[src/rtl/codeword_framer_if.sv]
// codeword_framer_if
//   Bundles the symbol intake, flush and frame output signals of the
//   codeword_framer.
//   master modport : the environment side. It drives symbols, rate, flush and
//                    frame_ready, and it observes ready, frame and fill.
//   slave modport  : the framer side.
// Parameters: FRAME_BITS sets the frame width. CNT_W sets the fill counter width.
interface codeword_framer_if #(
  parameter int FRAME_BITS = 96,
  parameter int CNT_W      = $clog2(FRAME_BITS + 1)
);
  logic                  i_code_rate;
  logic                  i_sym_valid;
  logic [2:0]            i_sym;
  logic                  o_sym_ready;
  logic                  i_flush;
  logic [FRAME_BITS-1:0] o_frame;
  logic                  o_frame_valid;
  logic                  o_frame_rate;
  logic                  i_frame_ready;
  logic [CNT_W-1:0]      o_fill;

  modport master (
    output i_code_rate, i_sym_valid, i_sym, i_flush, i_frame_ready,
    input  o_sym_ready, o_frame, o_frame_valid, o_frame_rate, o_fill
  );

  modport slave (
    input  i_code_rate, i_sym_valid, i_sym, i_flush, i_frame_ready,
    output o_sym_ready, o_frame, o_frame_valid, o_frame_rate, o_fill
  );
endinterface

[src/rtl/codeword_framer.sv]
// codeword_framer
//   Transmit-side frame assembler. It accepts one codeword per cycle:
//   2 bits at rate 1/2, or 3 bits at rate 1/3. Codewords are packed LSB-first
//   into FRAME_BITS-wide frames. Each finished frame is handed out over a
//   valid/ready handshake. An assembly register and a separate output slot
//   form a double buffer, so intake continues while a finished frame waits.
// Ports:
//   clk, rst : clock, and an asynchronous active-high reset
//   bus      : codeword_framer_if.slave. It carries the symbol intake, the
//              flush pulse, the frame output and the fill level.
//   i_err_en, i_err_pos : present only when CODEWORD_FRAMER_ERR_INJECT_EN is
//              defined. They invert one bit of a frame as it is transferred.
// Optional feature macro: CODEWORD_FRAMER_ERR_INJECT_EN
module codeword_framer #(
  parameter int FRAME_BITS = 96,
  parameter int CNT_W      = $clog2(FRAME_BITS + 1)
) (
  input  logic                 clk,
  input  logic                 rst,
  codeword_framer_if.slave     bus
`ifdef CODEWORD_FRAMER_ERR_INJECT_EN
  ,
  input  logic                 i_err_en,
  input  logic [CNT_W-1:0]     i_err_pos
`endif
);

  typedef enum logic [1:0] {
    ST_EMPTY   = 2'd0,
    ST_FILLING = 2'd1,
    ST_PENDING = 2'd2
  } state_t;

  state_t                state_r;
  logic [FRAME_BITS-1:0] asm_r;
  logic [CNT_W-1:0]      fill_r;
  logic                  rate_r;
  logic [FRAME_BITS-1:0] frame_r;
  logic                  frame_valid_r;
  logic                  frame_rate_r;

  logic                  accept_s;
  logic                  cur_rate_s;
  logic [2:0]            sym_bits_s;
  logic [CNT_W-1:0]      sym_w_s;
  logic [FRAME_BITS-1:0] asm_next_s;
  logic [CNT_W-1:0]      fill_next_s;
  logic                  rate_next_s;
  logic                  close_s;
  logic                  slot_free_s;
  logic                  xfer_s;
  logic [FRAME_BITS-1:0] src_asm_s;
  logic                  src_rate_s;
  logic [FRAME_BITS-1:0] err_mask_s;
  logic [FRAME_BITS-1:0] frame_in_s;

  assign accept_s   = bus.i_sym_valid & (state_r != ST_PENDING);
  // The rate of a new frame comes from i_code_rate when its first symbol
  // arrives. After that the latched rate governs the frame.
  assign cur_rate_s = (fill_r == {CNT_W{1'b0}}) ? bus.i_code_rate : rate_r;
  assign sym_bits_s = {cur_rate_s & bus.i_sym[2], bus.i_sym[1:0]};
  assign sym_w_s    = cur_rate_s ? CNT_W'(3) : CNT_W'(2);
  // The slot can take a frame if it is empty or is being emptied this cycle.
  assign slot_free_s = ~frame_valid_r | bus.i_frame_ready;

  // Next assembly contents, fill level and latched rate after a possible accept.
  always_comb begin
    asm_next_s  = asm_r;
    fill_next_s = fill_r;
    rate_next_s = rate_r;
    if (accept_s) begin
      // Unfilled bits are always zero, so an OR places the codeword.
      asm_next_s  = asm_r | ({{(FRAME_BITS-3){1'b0}}, sym_bits_s} << fill_r);
      fill_next_s = fill_r + sym_w_s;
      rate_next_s = cur_rate_s;
    end else begin
      asm_next_s  = asm_r;
    end
  end

  // Frame close and transfer decision, and selection of the frame source.
  always_comb begin
    close_s    = 1'b0;
    xfer_s     = 1'b0;
    src_asm_s  = asm_next_s;
    src_rate_s = rate_next_s;
    if (state_r == ST_PENDING) begin
      // This frame is already closed. A flush seen here has nothing left to close.
      src_asm_s  = asm_r;
      src_rate_s = rate_r;
      xfer_s     = slot_free_s;
    end else begin
      close_s = (fill_next_s == CNT_W'(FRAME_BITS)) |
                (bus.i_flush & (fill_next_s != {CNT_W{1'b0}}));
      xfer_s  = close_s & slot_free_s;
    end
  end

`ifdef CODEWORD_FRAMER_ERR_INJECT_EN
  logic [CNT_W-1:0] src_fill_s;
  assign src_fill_s = (state_r == ST_PENDING) ? fill_r : fill_next_s;

  // Single-bit error mask. Only positions inside the filled part of the frame qualify.
  always_comb begin
    err_mask_s = {FRAME_BITS{1'b0}};
    if (i_err_en && (i_err_pos < src_fill_s)) begin
      err_mask_s = {{(FRAME_BITS-1){1'b0}}, 1'b1} << i_err_pos;
    end else begin
      err_mask_s = {FRAME_BITS{1'b0}};
    end
  end
`else
  assign err_mask_s = {FRAME_BITS{1'b0}};
`endif

  assign frame_in_s = src_asm_s ^ err_mask_s;

  // Assembly FSM and output slot registers.
  always_ff @(posedge clk or posedge rst) begin
    if (rst) begin
      state_r       <= ST_EMPTY;
      asm_r         <= {FRAME_BITS{1'b0}};
      fill_r        <= {CNT_W{1'b0}};
      rate_r        <= 1'b0;
      frame_r       <= {FRAME_BITS{1'b0}};
      frame_valid_r <= 1'b0;
      frame_rate_r  <= 1'b0;
    end else begin
      case (state_r)
        ST_EMPTY, ST_FILLING: begin
          if (close_s && slot_free_s) begin
            asm_r   <= {FRAME_BITS{1'b0}};
            fill_r  <= {CNT_W{1'b0}};
            state_r <= ST_EMPTY;
          end else if (close_s) begin
            // The slot is busy, so the closed frame stays in the assembly register.
            asm_r   <= asm_next_s;
            fill_r  <= fill_next_s;
            rate_r  <= rate_next_s;
            state_r <= ST_PENDING;
          end else begin
            asm_r   <= asm_next_s;
            fill_r  <= fill_next_s;
            rate_r  <= rate_next_s;
            state_r <= (fill_next_s != {CNT_W{1'b0}}) ? ST_FILLING : ST_EMPTY;
          end
        end
        ST_PENDING: begin
          if (slot_free_s) begin
            asm_r   <= {FRAME_BITS{1'b0}};
            fill_r  <= {CNT_W{1'b0}};
            state_r <= ST_EMPTY;
          end else begin
            state_r <= ST_PENDING;
          end
        end
        default: begin
          asm_r   <= {FRAME_BITS{1'b0}};
          fill_r  <= {CNT_W{1'b0}};
          state_r <= ST_EMPTY;
        end
      endcase

      // A load wins over a free in the same cycle, so valid stays high.
      if (xfer_s) begin
        frame_r       <= frame_in_s;
        frame_valid_r <= 1'b1;
        frame_rate_r  <= src_rate_s;
      end else if (frame_valid_r && bus.i_frame_ready) begin
        frame_valid_r <= 1'b0;
      end else begin
        frame_valid_r <= frame_valid_r;
      end
    end
  end

  assign bus.o_sym_ready   = (state_r != ST_PENDING);
  assign bus.o_frame       = frame_r;
  assign bus.o_frame_valid = frame_valid_r;
  assign bus.o_frame_rate  = frame_rate_r;
  assign bus.o_fill        = fill_r;

endmodule

[src/flat_wrapper.sv]
// flat-port wrapper written by rule: the top's interface ports become plain ports
module codeword_framer_flat 
#(
  parameter int FRAME_BITS = 96,
  parameter int CNT_W      = $clog2(FRAME_BITS + 1)
)
  (clk, rst, bus_i_code_rate, bus_i_sym_valid, bus_i_sym, bus_i_flush, bus_i_frame_ready, bus_o_sym_ready, bus_o_frame, bus_o_frame_valid, bus_o_frame_rate, bus_o_fill);
  codeword_framer_if #(.FRAME_BITS(FRAME_BITS), .CNT_W(CNT_W)) bus_i ();
  input  logic clk;
  input  logic rst;
  input wire logic [$bits(bus_i.i_code_rate)-1:0] bus_i_code_rate;
  input wire logic [$bits(bus_i.i_sym_valid)-1:0] bus_i_sym_valid;
  input wire logic [$bits(bus_i.i_sym)-1:0] bus_i_sym;
  input wire logic [$bits(bus_i.i_flush)-1:0] bus_i_flush;
  input wire logic [$bits(bus_i.i_frame_ready)-1:0] bus_i_frame_ready;
  output wire logic [$bits(bus_i.o_sym_ready)-1:0] bus_o_sym_ready;
  output wire logic [$bits(bus_i.o_frame)-1:0] bus_o_frame;
  output wire logic [$bits(bus_i.o_frame_valid)-1:0] bus_o_frame_valid;
  output wire logic [$bits(bus_i.o_frame_rate)-1:0] bus_o_frame_rate;
  output wire logic [$bits(bus_i.o_fill)-1:0] bus_o_fill;
  assign bus_i.i_code_rate = bus_i_code_rate;
  assign bus_i.i_sym_valid = bus_i_sym_valid;
  assign bus_i.i_sym = bus_i_sym;
  assign bus_i.i_flush = bus_i_flush;
  assign bus_i.i_frame_ready = bus_i_frame_ready;
  assign bus_o_sym_ready = bus_i.o_sym_ready;
  assign bus_o_frame = bus_i.o_frame;
  assign bus_o_frame_valid = bus_i.o_frame_valid;
  assign bus_o_frame_rate = bus_i.o_frame_rate;
  assign bus_o_fill = bus_i.o_fill;
  codeword_framer #(.FRAME_BITS(FRAME_BITS), .CNT_W(CNT_W)) u_core (.clk(clk), .rst(rst), .bus(bus_i));
endmodule
[config.mk]
export PLATFORM = sky130hd
export DESIGN_NAME = codeword_framer_flat
export DESIGN_NICKNAME = d
export VERILOG_FILES = /design/src/rtl/codeword_framer_if.sv /design/src/rtl/codeword_framer.sv /design/src/flat_wrapper.sv
export SDC_FILE = /design/constraint.sdc
export NUM_CORES = 1
export LEC_CHECK = 0
export ABC_AREA = 1
export CORE_MARGIN = 4
export CORE_UTILIZATION = 40
export CTS_CLUSTER_DIAMETER = 200
export DETAILED_ROUTE_END_ITERATION = 8
export SLEW_MARGIN = 0
export SYNTH_ARGS = -nofsm -noshare
export SYNTH_HDL_FRONTEND = slang
export SYNTH_SLANG_ARGS = --single-unit
[constraint.sdc]
create_clock -name clk -period 7.5 [get_ports clk]
set_clock_uncertainty 0.05 [all_clocks]
set_input_delay 1.875 -clock clk [delete_from_list [all_inputs] [get_ports clk]]
set_output_delay 1.875 -clock clk [all_outputs]
set_load 0.01 [all_outputs]
==> impl_metrics.sql <==
INSERT INTO impl_metrics (metric_group, metric, value, unit) VALUES
('timing', 'final-max-slew-violation-count', '0', ''),
('detailed_routing', 'vias_per_cell', '4.73', ''),
('detailed_routing', 'drt.antenna.violating_nets', '0', ''),
('detailed_routing', 'drcViolationCount', '0', ''),
('synthesis', 'ys_ff_latch', '204', ''),
('clocking', 'tritoncts', 'built', ''),
('detailed_routing', 'post_drt_wl_per_cell', '15.4', 'um'),
('synthesis', 'yosysTopAreaCell', 'sky130_fd_sc_hd__dfrtp_1', ''),
('placed_design', 'post-place-ws', '1.80', 'ns'),
('timing', 'tns', '0', 'ns'),
('layout', 'utilization', '49.3', '%'),
('synthesis', 'synthMostInstantiatedCell', 'sky130_fd_sc_hd__nand2_1', ''),
('synthesis', 'post_synth_num_cell_types', '34', ''),
('layout', 'fraction_of_final_layout_cells_sized_beyond_drive_strength_1', '4.98', '%'),
('global_route', 'antenna_found_initial', '0', ''),
('status', 'outcome', 'complete, no violations', ''),
('synthesis', 'synthesized_nets', '1253', ''),
('power', 'static-leakage-power', '0.00672', 'uW'),
('worst_hold_path', 'hold_sp', 'u_core.bus.o_frame[9]', ''),
('clocking', 'root_buffer', 'sky130_fd_sc_hd__clkbuf_16', ''),
('layout', 'finish.instance_area', '0.0116', 'mm2'),
('global_route', 'largest_net_degree_at_the_start_of_global_routing', '135', ''),
('synthesis', 'synth-edff-count', '0', ''),
('detailed_routing', 'postRouteWirelength', '25.7', 'mm'),
('power', 'powerDensity', '284', 'mW/mm2'),
('global_route', 'grt_first_pass_wirelength', '41.9', 'mm'),
('detailed_routing', 'detail_route.first_pass.iterations', '5', ''),
('worst_hold_path', 'holdPathStages', '2', ''),
('job', 'drv.max_cap_violation_count', '0', ''),
('floorplan', 'die_w', '163', 'um'),
('layout', 'layout.nets', '1341', ''),
('setup_path', 'rr_endpoint', 'u_core.bus.o_frame[79]', ''),
('placed_design', 'place.gp.congestion', '0.817', ''),
('timing', 'final_period_minus_worst_setup_slack', '5.20', 'ns'),
('setup_path', 'timing.reg2reg.worst_path_depth', '22', ''),
('floorplan', 'die_y', '163', 'um'),
('setup_path', 'worst_r2r_startpoint', 'u_core.bus.o_fill[3]', ''),
('setup_path', 'critical_path_peak_fanout', '44', ''),
('setup_path', 'critPathRequiredTime', '7.90', 'ns'),
('synthesis', 'mean_post_synth_cell_area', '7.69', 'um2'),
('timing', 'fin_ws', '2.30', 'ns'),
('floorplan', 'row_count', '56', ''),
('power', 'vdd.ir_drop.worst', '0.153', 'mV'),
('clocking', 'cts.htree.levels', '1', ''),
('layout', 'layout.area.seq', '0.00510', 'mm2'),
('placed_design', 'place_area', '0.0109', 'mm2'),
('floorplan', 'num_io_pins', '115', ''),
('timing', 'finalHoldViolCount', '0', ''),
('clocking', 'clock_path_buffers', '3', ''),
('timing', 'finalCritPeriodShare', '69.3', '%'),
('setup_path', 'worstPathArrival', '5.59', 'ns'),
('layout', 'antenna-diode-count', '0', ''),
('layout', 'num-fill-cells', '2279', ''),
('placed_design', 'io_buffers', '114', ''),
('global_route', 'grt_pass1_vias', '7639', ''),
('clocking', 'clk_pin_slew_worst_paths', '0.06', 'ns'),
('global_route', 'grtUsageTotal', '19.7', '%'),
('placed_design', 'dp_hpwl', '15.9', 'mm'),
('clocking', 'cts.sink_count', '204', ''),
('synthesis', 'synth_area_leaders', 'sky130_fd_sc_hd__dfrtp_1 53%, sky130_fd_sc_hd__nand2_1 22%, sky130_fd_sc_hd__inv_1 7.0%', ''),
('synthesis', 'commonest_cells_in_the_netlist', '549 x sky130_fd_sc_hd__nand2_1, 204 x sky130_fd_sc_hd__dfrtp_1, 179 x sky130_fd_sc_hd__inv_1, 113 x sky130_fd_sc_hd__nand3_1, 31 x sky130_fd_sc_hd__nor2_1', ''),
('setup_path', 'worstSetupPathType', 'in2reg', ''),
('detailed_routing', 'drt_iter0_markers', '693', ''),
('clocking', 'post-cts-setup-buffers', '0', ''),
('timing', 'timing.final.setup_violations', '0', ''),
('clocking', 'clk_latency', '0.51', 'ns'),
('timing', 'worst_slew_pin_slew', '1.16', 'ns'),
('timing', 'achievable-frequency', '0.192', 'GHz'),
('timing', 'timing.slew.headroom', '22.1', '%'),
('synthesis', 'synth_warnings', '0', ''),
('layout', 'multiInputGateArea', '0.00342', 'mm2');
-- worst max-delay path, cell delays in order --
cell and delay (ns):
sky130_fd_sc_hd__clkdlybuf4s50_1 0.45, sky130_fd_sc_hd__inv_1 0.04, sky130_fd_sc_hd__nand3_1 0.11, sky130_fd_sc_hd__and2_1 0.16, sky130_fd_sc_hd__ha_1 0.16, sky130_fd_sc_hd__inv_1 0.04, sky130_fd_sc_hd__ha_1 0.20, sky130_fd_sc_hd__inv_1 0.12
sky130_fd_sc_hd__nand3_1 0.09, sky130_fd_sc_hd__nand2_1 0.06, sky130_fd_sc_hd__nand2_1 0.05, sky130_fd_sc_hd__a21oi_1 0.23, sky130_fd_sc_hd__nor2_1 0.10, sky130_fd_sc_hd__nand2_1 0.08, sky130_fd_sc_hd__nand2_1 0.07, sky130_fd_sc_hd__nand3_1 0.13
sky130_fd_sc_hd__nand2_4 0.30, sky130_fd_sc_hd__inv_2 0.73, sky130_fd_sc_hd__buf_4 0.41, sky130_fd_sc_hd__nand2_1 0.10, sky130_fd_sc_hd__nand2_1 0.07
-- how the worst max path moves through the flow --
| stage | to | startpoint |
|---|---|---|
| 2_1_floorplan | u_core.asm_r[0] | rst |
| 3_3_place_gp | u_core.bus.o_frame[19] | bus_i_code_rate |
| 3_5_place_dp | u_core.bus.o_frame[79] | bus_i_code_rate |
| 4_1_cts | u_core.bus.o_frame[79] | bus_i_code_rate |
| 5_1_grt | u_core.bus.o_frame[47] | bus_i_code_rate |
| 6_report | u_core.bus.o_frame[79] | bus_i_code_rate |
-- registers in the layout (all words and copies together) (netlist names) --
| name | cells |
|---|---|
| u_core.rate_r | 1 |
| u_core.bus.o_fill | 7 |
| u_core.bus.o_frame | 96 |
| u_core.state_r | 2 |
| u_core.asm_r | 96 |
| u_core.bus.o_frame_valid | 1 |
| u_core.bus.o_frame_rate | 1 |
-- layer usage --
layer / wire length (um) / up-vias / track usage, %
li1: - / 3912 / -
met1: 12100 / 3711 / 29.4
met2: 11700 / 217 / 31.0
met3: 1350 / 30 / 2.71
met4: 446 / 0 / 4.19
met5: 0 / - / 0
-- layout by cell type (no fill, tap or decap), drive strengths merged --
| master | instances |
|---|---|
| a21o | 11 |
| a21oi | 5 |
| a31oi | 1 |
| and2 | 2 |
| buf | 10 |
| bufinv | 1 |
| clkbuf | 30 |
| clkdlybuf4s50 | 114 |
| clkinv | 11 |
| dfrtp | 204 |
| ha | 2 |
| inv | 186 |
| nand2 | 553 |
| nand3 | 114 |
| nand3b | 2 |
| nand4 | 8 |
| nor2 | 35 |
| nor3 | 3 |
| o21a | 1 |
| o21ai | 19 |
| o21bai | 29 |
| o22ai | 2 |
| or2 | 1 |
| xor2 | 1 |
-- cell type report --
type	count	area share (%)
clock buffer	30	5.46
clock inverter	10	0.682
inverter	188	6.19
multi-input combinational	789	29.6
sequential	204	44.1
tap	319	3.45
timing repair buffer	124	10.5
-- where the power goes --
group | switching [uW] | total [uW] | internal (uW)
Sequential | 67.8 | 1250 | 1190
Combinational | 685 | 965 | 280
Clock | 445 | 1070 | 625
Total | 1200 | 3290 | 2090
-- stage by stage --
step | total power, uW | hold WS, ns | instances
floorplan | 1950 | 0.439 | 1242
global placement | 2230 | 0.415 | 1624
detailed placement | 2240 | 0.414 | 1624
CTS | 3320 | 0.431 | 1664
global route | 3490 | 0.442 | 1664
finish | 3290 | 0.428 | 1664
-- cells by family after synthesis --
logic type               share of synthesized area [%]
XOR/XNOR                                        0.0917
buffers and inverters                             11.0
AND/OR/NAND/NOR                                   30.5
flip-flops                                        53.4
AO/OA/AOI/OAI                                     4.71
adder cells (fa/ha/maj)                          0.262
Power figures use the tool's default switching activity.
